## src/rtl/yga1_cal_pkg.sv

```systemverilog
// yga1_cal_pkg: shared sizes, default Y/W ROM tables and the shift-and-saturate helper
package yga1_cal_pkg;
    localparam int N    = 8;
    localparam int DW   = 16;
    localparam int FRAC = 12;
    localparam int ACCW = 36;
    localparam int PW   = 33;
    localparam int IW   = $clog2(N);

    typedef logic [N-1:0][DW-1:0] tab_t;

    // Element [k] of each table is entry k; Y_r[k] = 0x0200*(k+1)
    localparam tab_t Y_R_DEF = {16'h1000, 16'h0E00, 16'h0C00, 16'h0A00,
                                16'h0800, 16'h0600, 16'h0400, 16'h0200};
    localparam tab_t Y_I_DEF = {N{16'h0100}};
    localparam tab_t W_R_DEF = {N{16'h0800}};
    localparam tab_t W_I_DEF = {N{16'h0400}};

    localparam logic signed [ACCW-1:0] SMAX = 2 ** (DW - 1) - 1;
    localparam logic signed [ACCW-1:0] SMIN = -(2 ** (DW - 1));

    // Arithmetic shift (floor) back to Q4.12, then clamp to the signed DW range
    function automatic logic [DW-1:0] sat_shift(input logic signed [ACCW-1:0] a);
        logic signed [ACCW-1:0] s;
        s = a >>> FRAC;
        return s > SMAX ? DW'(SMAX) : s < SMIN ? DW'(SMIN) : s[DW-1:0];
    endfunction
endpackage

```

## src/rtl/yga1_cal_cmul.sv

```systemverilog
// yga1_cal_cmul: registered non-conjugated 16x16 complex multiplier, one cycle latency
// Ports: clk, rst (async active-low), ar/ai x br/bi operands, pr/pi 33-bit products
module yga1_cal_cmul
    import yga1_cal_pkg::*;
(
    input  logic          clk,
    input  logic          rst,
    input  logic [DW-1:0] ar,
    input  logic [DW-1:0] ai,
    input  logic [DW-1:0] br,
    input  logic [DW-1:0] bi,
    output logic [PW-1:0] pr,
    output logic [PW-1:0] pi
);
    logic signed [31:0] rr, ii, ri, ir;

    assign rr = $signed(ar) * $signed(br);
    assign ii = $signed(ai) * $signed(bi);
    assign ri = $signed(ar) * $signed(bi);
    assign ir = $signed(ai) * $signed(br);

    always_ff @(posedge clk or negedge rst) begin
        if (!rst) begin
            pr <= '0;
            pi <= '0;
        end else begin
            pr <= PW'(rr) - PW'(ii);
            pi <= PW'(ri) + PW'(ir);
        end
    end
endmodule

```

## src/rtl/yga1_cal.sv

```systemverilog
// yga1_cal: self-running complex MAC over constant Y and W tables, one saturated result per frame
// Ports: clk, rst (async active-low), out_r/out_i Q4.12 frame result
module yga1_cal
    import yga1_cal_pkg::*;
#(
    parameter tab_t Y_R = Y_R_DEF,
    parameter tab_t Y_I = Y_I_DEF,
    parameter tab_t W_R = W_R_DEF,
    parameter tab_t W_I = W_I_DEF
) (
    input  logic          clk,
    input  logic          rst,
    output logic [DW-1:0] out_r,
    output logic [DW-1:0] out_i
);
    logic [IW-1:0] idx;
    logic first_q, last_q, valid;
    logic signed [PW-1:0] pr, pi;
    logic signed [ACCW-1:0] acc_r, acc_i, sum_r, sum_i;

    yga1_cal_cmul u_cmul (
        .clk(clk),
        .rst(rst),
        .ar (Y_R[idx]),
        .ai (Y_I[idx]),
        .br (W_R[idx]),
        .bi (W_I[idx]),
        .pr (pr),
        .pi (pi)
    );

    // The first product of a frame replaces the running sum, so frames never leak into each other
    assign sum_r = first_q ? ACCW'(pr) : acc_r + ACCW'(pr);
    assign sum_i = first_q ? ACCW'(pi) : acc_i + ACCW'(pi);

    always_ff @(posedge clk or negedge rst) begin
        if (!rst) begin
            idx     <= '0;
            first_q <= 1'b0;
            last_q  <= 1'b0;
            valid   <= 1'b0;
            acc_r   <= '0;
            acc_i   <= '0;
            out_r   <= '0;
            out_i   <= '0;
        end else begin
            idx     <= idx + 1'b1;
            first_q <= idx == '0;
            last_q  <= idx == IW'(N - 1);
            valid   <= 1'b1;
            if (valid) begin
                acc_r <= sum_r;
                acc_i <= sum_i;
            end
            if (valid && last_q) begin
                out_r <= sat_shift(sum_r);
                out_i <= sat_shift(sum_i);
            end
        end
    end
endmodule

```

## config.mk

```make
export PLATFORM = sky130hd
export DESIGN_NAME = yga1_cal
export DESIGN_NICKNAME = d
export VERILOG_FILES = /design/src/rtl/yga1_cal_pkg.sv /design/src/rtl/yga1_cal_cmul.sv /design/src/rtl/yga1_cal.sv
export SDC_FILE = /design/constraint.sdc
export NUM_CORES = 1
export LEC_CHECK = 0
export BUFFER_PORTS_ARGS = -buffer_cell sky130_fd_sc_hd__buf_2
export CAP_MARGIN = 20
export CORE_MARGIN = 2
export CORE_UTILIZATION = 50
export DETAILED_ROUTE_END_ITERATION = 6
export GPL_ROUTABILITY_DRIVEN = 0
export PLACE_DENSITY_LB_ADDON = 0.3
export SLEW_MARGIN = 20
export SYNTH_ARGS = -nofsm -noshare
export SYNTH_HDL_FRONTEND = slang
export SYNTH_SLANG_ARGS = --single-unit
```

## constraint.sdc

```tcl
create_clock -name clk -period 5.3 [get_ports clk]
set_input_delay 1.06 -clock clk [delete_from_list [all_inputs] [get_ports clk]]
set_output_delay 1.06 -clock clk [all_outputs]
set_load 0.1 [all_outputs]
```

==> results of run 1 <==
## how the worst max path moves through the flow
stage	to	startpoint	cells past startpoint
5_1_grt	out_r[0]	u_cmul.pr[19]	11
4_1_cts	out_r[1]	u_cmul.pr[19]	11
3_5_place_dp	out_r[1]	u_cmul.pr[19]	11
6_report	out_r[5]	u_cmul.pr[19]	11
3_3_place_gp	out_r[5]	u_cmul.pr[19]	11
2_1_floorplan	out_r[5]	u_cmul.pr[19]	12
## layer usage
layer | vias to the layer above | track usage
li1 | 2222 | -
met1 | 2281 | 0.289
met2 | 108 | 0.360
met3 | 20 | 0.0498
met4 | 0 | 0.0659
met5 | - | 0
## state kept, by name, summed over array words and instances, names as in the netlist, 3 cells and up
register	count
acc_r	24
out_r	16
out_i	16
u_cmul.pi	4
acc_i	24
u_cmul.pr	12
idx	3
## per-stage QoR
stage	hold slack (ps)	power, µW	utilization	worst slack (ps)
4_1_cts	490	2440	0.553	1690
6_report	487	2420	0.553	1690
3_5_place_dp	468	1770	0.529	1720
2_1_floorplan	441	1640	-	2130
5_1_grt	509	2540	0.553	1460
3_3_place_gp	454	1760	0.529	1890
## cell families after synthesis
group / synth area share
xor gates and xnor gates: 0.0403
other: 0.000617
muxes: 0.0290
and+or+nand+nor: 0.163
DFF: 0.416
adders and majority gates: 0.107
AOI/OAI and AO/OA: 0.207
buffers and inverters: 0.0381
## cells in the mapped netlist, drive strengths merged (13+ instances only)
library cell | instances | area [µm²]
nand2 | 35 | 131
inv | 21 | 78.8
ha | 47 | 588
and2 | 22 | 138
o22a | 15 | 131
dfrtp | 101 | 2530
xnor2 | 18 | 158
o21ai | 27 | 139
a21oi | 45 | 233
nor2 | 54 | 203
nor3 | 15 | 75.1
mux2 | 13 | 146
clkbuf | 27 | 101
a21o | 14 | 105
## cells in the final DEF (no fill, tap or decap), drive strengths merged, types with 5 or more instances in the layout
cell type	count
dfrtp	101
and2	22
a211oi	6
inv	23
xnor2	18
clkbuf	9
nor2	54
nand3	11
nand2	35
a31oi	6
o21ai	27
nand2b	5
xor2	10
mux2	13
nand4	6
nor3	15
ha	47
a21o	14
buf	39
nor2b	7
o22ai	9
o21bai	5
and3	11
or2	8
o22a	15
a21oi	45
o21a	8
## power by group through the flow
stage / Combinational [µW] / Sequential [µW] / Clock, µW
6_report: 812 / 954 / 653
2_1_floorplan: 400 / 1240 / 0
3_5_place_dp: 808 / 966 / 0
5_1_grt: 873 / 966 / 703
4_1_cts: 814 / 954 / 673
3_3_place_gp: 797 / 962 / 0
## area by class of cell
| type | count | area [µm²] |
|---|---|---|
| Inverter | 21 | 78.8 |
| Clock buffer | 9 | 225 |
| Clock inverter | 6 | 62.6 |
| Tap cell | 147 | 184 |
| Sequential cell | 101 | 2530 |
| Timing Repair Buffer | 39 | 213 |
| Fill cell | 1041 | 5350 |
| Multi-Input combinational cell | 455 | 3320 |
## critical path, cell delays in order, from the launching register on
cell and delay (ps):
dfrtp_2 450, ha_1 240, fa_1 430, a211oi_2 270
o21a_2 240, a211oi_4 90, o41ai_4 360, mux2i_1 330
o211ai_1 130, o31a_1 370, or2_0 430, o22ai_2 180
==> results.md, run 1 <==
* Status: complete, no violations
* Syn-to-layout area delta at 8.76%
* Worst Path Arrival at roughly 3900 ps
* CTS tree: done
* Met3 wire len at ~620 µm
* Setup violators final at 0
* RR Endpoint: out_r[5]
* DR DRC count at 0
* CTS clk-pin slew, worst paths at roughly 70 ps
* Synthesized area at just over 6000 µm²
* Max Fclk at between 200 and 300 MHz
* Clock network power share at 0.270
* Clk buf depth at 2
* Starting Density at 0.508
* Slew Viols, Final at 0
* DRT Pass-1 Iters at 7
* FF+latch count, synth at around 100
* Async S/R FF share, synth at 1.00
* Worst Path Required at ~5600 ps
* Share of layout cells above drive strength 1 at 0.147
* WHS Path Cells at 1
* Routed length per placed instance at between 15 and 20 µm
* R2r startpoint: u_cmul.pr[19]
* Synthesized Nets at 663
* Fin crit period at between 3000 and 4000 ps
* Initial antenna violation count at 0
* Final period util at 0.682
* Top sig layer: met4
* Clk sink count at 101
* Largest net degree at the start of global routing at 60
* Worst Path Max Fanout at 10
* Placed wire-length estimate at 9590 µm
* CP Launch Type: flop
* Inserted Diodes at 0
* Cell Pwr Density at roughly 370 nW/µm²
* Int Power at roughly 1500 µW
* Worst R2R Setup Slack at between 1500 and 2000 ps
* RSZ-0062 raised after global routing: false
* # port buffers at 33
* GR Overflow Total at 0
* Tot GR Track Use at 0.218
* Die Y at roughly 110 µm
* Die Footprint at approximately 13,000 µm²
* Routed via count at about 4,600
* Placed instance count at about 760
* Die Wd at 114 µm
* Seq/Total Area, Yosys at 0.416
* Final std cells w/o fill at between 700 and 800
* Mean post-synth cell area at 9.95 µm²
* Worst slew pin tran at approximately 760 ps
* Clk_lat worst skew at ~350 ps
* Hold_sp: acc_i[16]
* Resized Gates After CTS at 0
* Design Area, Final at 6620 µm²
* Total negative slack at 0 ps
* Number of synthesized flops with an enable pin at 0
* Critical setup path kind: reg2reg
* DP Area at between 6000 and 7000 µm²
* Final Skew at approximately 11 ps
* Cts hold-fix bufs at 0
* Share of power burned in registers at 0.394
* Top flip-flop cell by instance count after synthesis: dfrtp_1
* Syn. warnings at 0
* Final nets at around 680
* First-pass GRT wire length at 22,600 µm
* Final WL at around 14,000 µm
* Metal-1 WL at just over 6000 µm
* Switching pwr at about 940 µW
* Slew Limit Headroom at 0.490
* Hold Path End: acc_i[16]
* Post-CTS Setup Inserts at 0
* # rows at 40
* Gate count of the mapped netlist at approximately 600
* Pleak at just under 0.003 µW
* TritonCTS Buffers at 9
* Detail Route Antenna Nets at 0
* Classification of the worst-slack hold path: reg2reg
* Sw frac at 0.389
* Met2 wire len at about 6600 µm
* IO Pins at 34
* Max Cap Viol at 0
* Peak VDD IR at roughly 0.26 mV
* Gate power share at 0.336
* Via density at between 5 and 6
* Vias in the first global route at about 4,700
* Critical path endpoint category: flop
* Synth cell types at 73
* First DRT Iteration DRCs at around 420
* Placeable Area at around 12,000 µm²
* FF-to-FF path depth at 11
* CTS H-tree depth at 3
* CTS Root Cell: clkbuf_16
* Final Hold Fails at 0
Power figures use the tool's default switching activity.
==> inputs of run 2 (changes only) <==
==> constraint.sdc (replaced) <==
create_clock -name clk -period 2.9 [get_ports clk]
set_input_delay 0.58 -clock clk [delete_from_list [all_inputs] [get_ports clk]]
set_output_delay 0.58 -clock clk [all_outputs]
set_load 0.1 [all_outputs]
==> run 2 against run 1 <==
Against the previous run: the run now ends with negative setup slack left; register-to-register slack worse by 2000 ps; hold slack worse by 260 ps; count of clock-buffer cells in the layout up 1; largest power group is now combinational cells; first-iteration DRC count down 24%; fmax up 12%; power up 97%; combinational power up 120%; non-clock buffer count up 93; wire length up 10%; via count up 8.8%; sequential share of layout area down 5.9 points; critical path depth up 1.
==> results.md, run 2 (synthesis results as in run 1) <==
* Fin crit period at 3240 ps (was 3610 ps)
* Crit-path leading delay family: compound AO/OA/AOI/OAI gates (unchanged)
* CTS H-tree depth at 3 (unchanged)
* Int Power at 2870 µW (was 1480 µW)
* Routed length per placed instance at 17.2 µm (was 17.5 µm)
* Final WL at 15,000 µm (was 13,600 µm)
* R2r startpoint: u_cmul.pr[22] (was u_cmul.pr[19])
* Die Footprint at 13,100 µm² (unchanged)
* Sw frac at 0.396 (was 0.389)
* CP peak stage delay at 510 ps (was 450 ps)
* Max Cap Viol at 0 (unchanged)
* Commonest cells after routing, fill and taps aside: dfrtp_1, buf_4, nor2_1 (was dfrtp_1, nor2_1, ha_1)
* Die Wd at 114 µm (unchanged)
* CTS Root Cell: clkbuf_16 (unchanged)
* CTS clk-pin slew, worst paths at 80 ps (was 70 ps)
* Biggest regs: acc_i: 24 flops, acc_r: 24 flops (unchanged)
* Total negative slack at -3850 ps (was 0 ps)
* Inserted Diodes at 0 (unchanged)
* Starting Density at 0.508 (unchanged)
* GR Overflow Total at 0 (unchanged)
* Classification of the worst-slack hold path: in2async (was reg2reg)
* Pleak at 0.00351 µW (was 0.00296 µW)
* Initial antenna violation count at 0 (unchanged)
* Slew Viols, Final at 0 (unchanged)
* # rows at 40 (unchanged)
* IO Pins at 34 (unchanged)
* Placeable Area at 12,000 µm² (unchanged)
* WP buf/inv at 2 (was 0)
* Final period util at 1.12 (was 0.682)
* Crit-path cells: ha_1 -> o211ai_1 -> o21a_2 -> a2111oi_2 -> nor3_2 -> xnor2_1 -> buf_4 -> o211ai_1 -> o31a_1 -> buf_6 -> or2_1 -> a21oi_1 (was ha_1 -> fa_1 -> a211oi_2 -> o21a_2 -> a211oi_4 -> o41ai_4 -> mux2i_1 -> o211ai_1 -> o31a_1 -> or2_0 -> o22ai_2)
* Worst R2R Setup Slack at -340 ps (was 1690 ps)
* Die Y at 114 µm (unchanged)
* Final Skew at 13.9 ps (was 10.9 ps)
* Critical setup path kind: reg2reg (unchanged)
* Setup violators final at 26 (was 0)
* Vias in the first global route at 5,180 (was 4,684)
* Switching pwr at 1890 µW (was 940 µW)
* Status: finished with violations (was complete, no violations)
* TritonCTS Buffers at 9 (unchanged)
* Worst Path Arrival at 3530 ps (was 3880 ps)
* Detail Route Antenna Nets at 0 (unchanged)
* Failing checks: negative setup slack
* RR Endpoint: out_r[9] (was out_r[5])
* Clock network power share at 0.255 (was 0.270)
* Final Hold Fails at 0 (unchanged)
* CTS tree: done (unchanged)
* Routed via count at 5,040 (was 4,631)
* Filler Cell Count at 890 (was 1,041)
* Worst Path Required at 3190 ps (was 5560 ps)
* # port buffers at 33 (unchanged)
* Critical path endpoint category: flop (unchanged)
* Commonest non-fill, non-tap cell in the layout: dfrtp_1 (unchanged)
* Largest net degree at the start of global routing at 62 (was 60)
* Tot GR Track Use at 0.240 (was 0.218)
* Critical Path Most Common Cell: o211ai_1
* CP max-delay cell: a2111oi_2 (was dfrtp_2)
* Max Fclk at 309 MHz (was 277 MHz)
* Slew Limit Headroom at 0.616 (was 0.490)
* Worst Path Max Fanout at 7 (was 10)
* Placed wire-length estimate at 10,400 µm (was 9590 µm)
* Pre-CTS setup slack at -339 ps (was 1720 ps)
* Via density at 5.78 (was 5.95)
* CP Launch Type: flop (unchanged)
* DP Area at 7040 µm² (was 6330 µm²)
* Clk buf depth at 2 (unchanged)
* Gate power share at 0.377 (was 0.336)
* Worst slew pin tran at 576 ps (was 765 ps)
* DRT Pass-1 Iters at 4 (was 7)
* First-pass GRT wire length at 24,900 µm (was 22,600 µm)
* CP endpoint: out_r[9] (was out_r[5])
* Final worst slack at -338 ps (was 1690 ps)
* Syn-to-layout area delta at 28.6% (was 8.76%)
* Peak VDD IR at 0.524 mV (was 0.257 mV)
* Cell Pwr Density at 608 nW/µm² (was 366 nW/µm²)
* Share of power burned in registers at 0.368 (was 0.394)
* FF-to-FF path depth at 12 (was 11)
* Clk sink count at 101 (unchanged)
* Worst path depth at 12 (was 11)
* First DRT Iteration DRCs at 320 (was 421)
* Final nets at 772 (was 679)
* Design Area, Final at 7820 µm² (was 6620 µm²)
* Final Util at 0.654 (was 0.553)
* CP startpoint: u_cmul.pr[22] (was u_cmul.pr[19])
* Clk_lat worst skew at 360 ps (was 350 ps)
* RSZ-0062 raised after global routing: true (was false)
* DR DRC count at 0 (unchanged)
* Cts hold-fix bufs at 0 (unchanged)
* Share of layout cells above drive strength 1 at 0.332 (was 0.147)
[run 2: changes by cell type in the layout (fill, tap and decap cells not counted), moves of 5 or more]
cell	delta
a21oi_1	-11
a21oi_2	+9
buf_4	+86
ha_1	-15
ha_4	+12
nor3_1	-5
nor3_2	+5
[run 2: worst min path at each step]
stage	to	slack, ps	startpoint
2_1_floorplan	acc_i[12]	280	rst
3_3_place_gp	acc_i[13]	460	acc_i[13]
3_5_place_dp	acc_i[12]	460	acc_i[12]
4_1_cts	acc_i[30]	240	rst
5_1_grt	acc_i[30]	260	rst
6_report	acc_i[30]	220	rst
[run 2: metal layers]
metal	share of wire	vias up	GRT usage
li1	-	2416	-
met1	0.43	2449	0.302
met2	0.49	140	0.401
met3	0.039	35	0.0476
met4	0.033	0	0.110
met5	0	-	0
[run 2: cell type report]
| class | instances | area (µm²) | share of cell area |
|---|---|---|---|
| clock buffers | 10 | 239 | 0.0305 |
| clock inverters | 6 | 62.6 | 0.00800 |
| inverters | 21 | 78.8 | 0.0101 |
| multi-input cells | 455 | 3740 | 0.478 |
| flip-flops and latches | 101 | 2530 | 0.323 |
| well taps | 147 | 184 | 0.0235 |
| repair buffers | 132 | 986 | 0.126 |
[run 2: power groups by stage]
stage | combinational [µW] | sequential (µW) | clock, µW
floorplan | 738 | 2260 | 0
global placement | 1630 | 1760 | 0
detailed placement | 1660 | 1770 | 0
CTS | 1730 | 1750 | 1230
global route | 1920 | 1780 | 1280
finish | 1790 | 1750 | 1210
[run 2: through the flow]
step           instances  hold WS, ps  total power (µW)
2_1_floorplan        611          284              3000
3_3_place_gp         840          461              3390
3_5_place_dp         840          463              3430
4_1_cts              867          241              4710
5_1_grt              872          263              4980
6_report             872          223              4760
[run 2: repair_timing]
action | CTS | global route
setup endpoints to repair | 36 | 38
gates resized for setup | 39 | 23
pin swaps | 26 | 9
gates cloned | 1 | 0
buffers inserted | 10 | 6
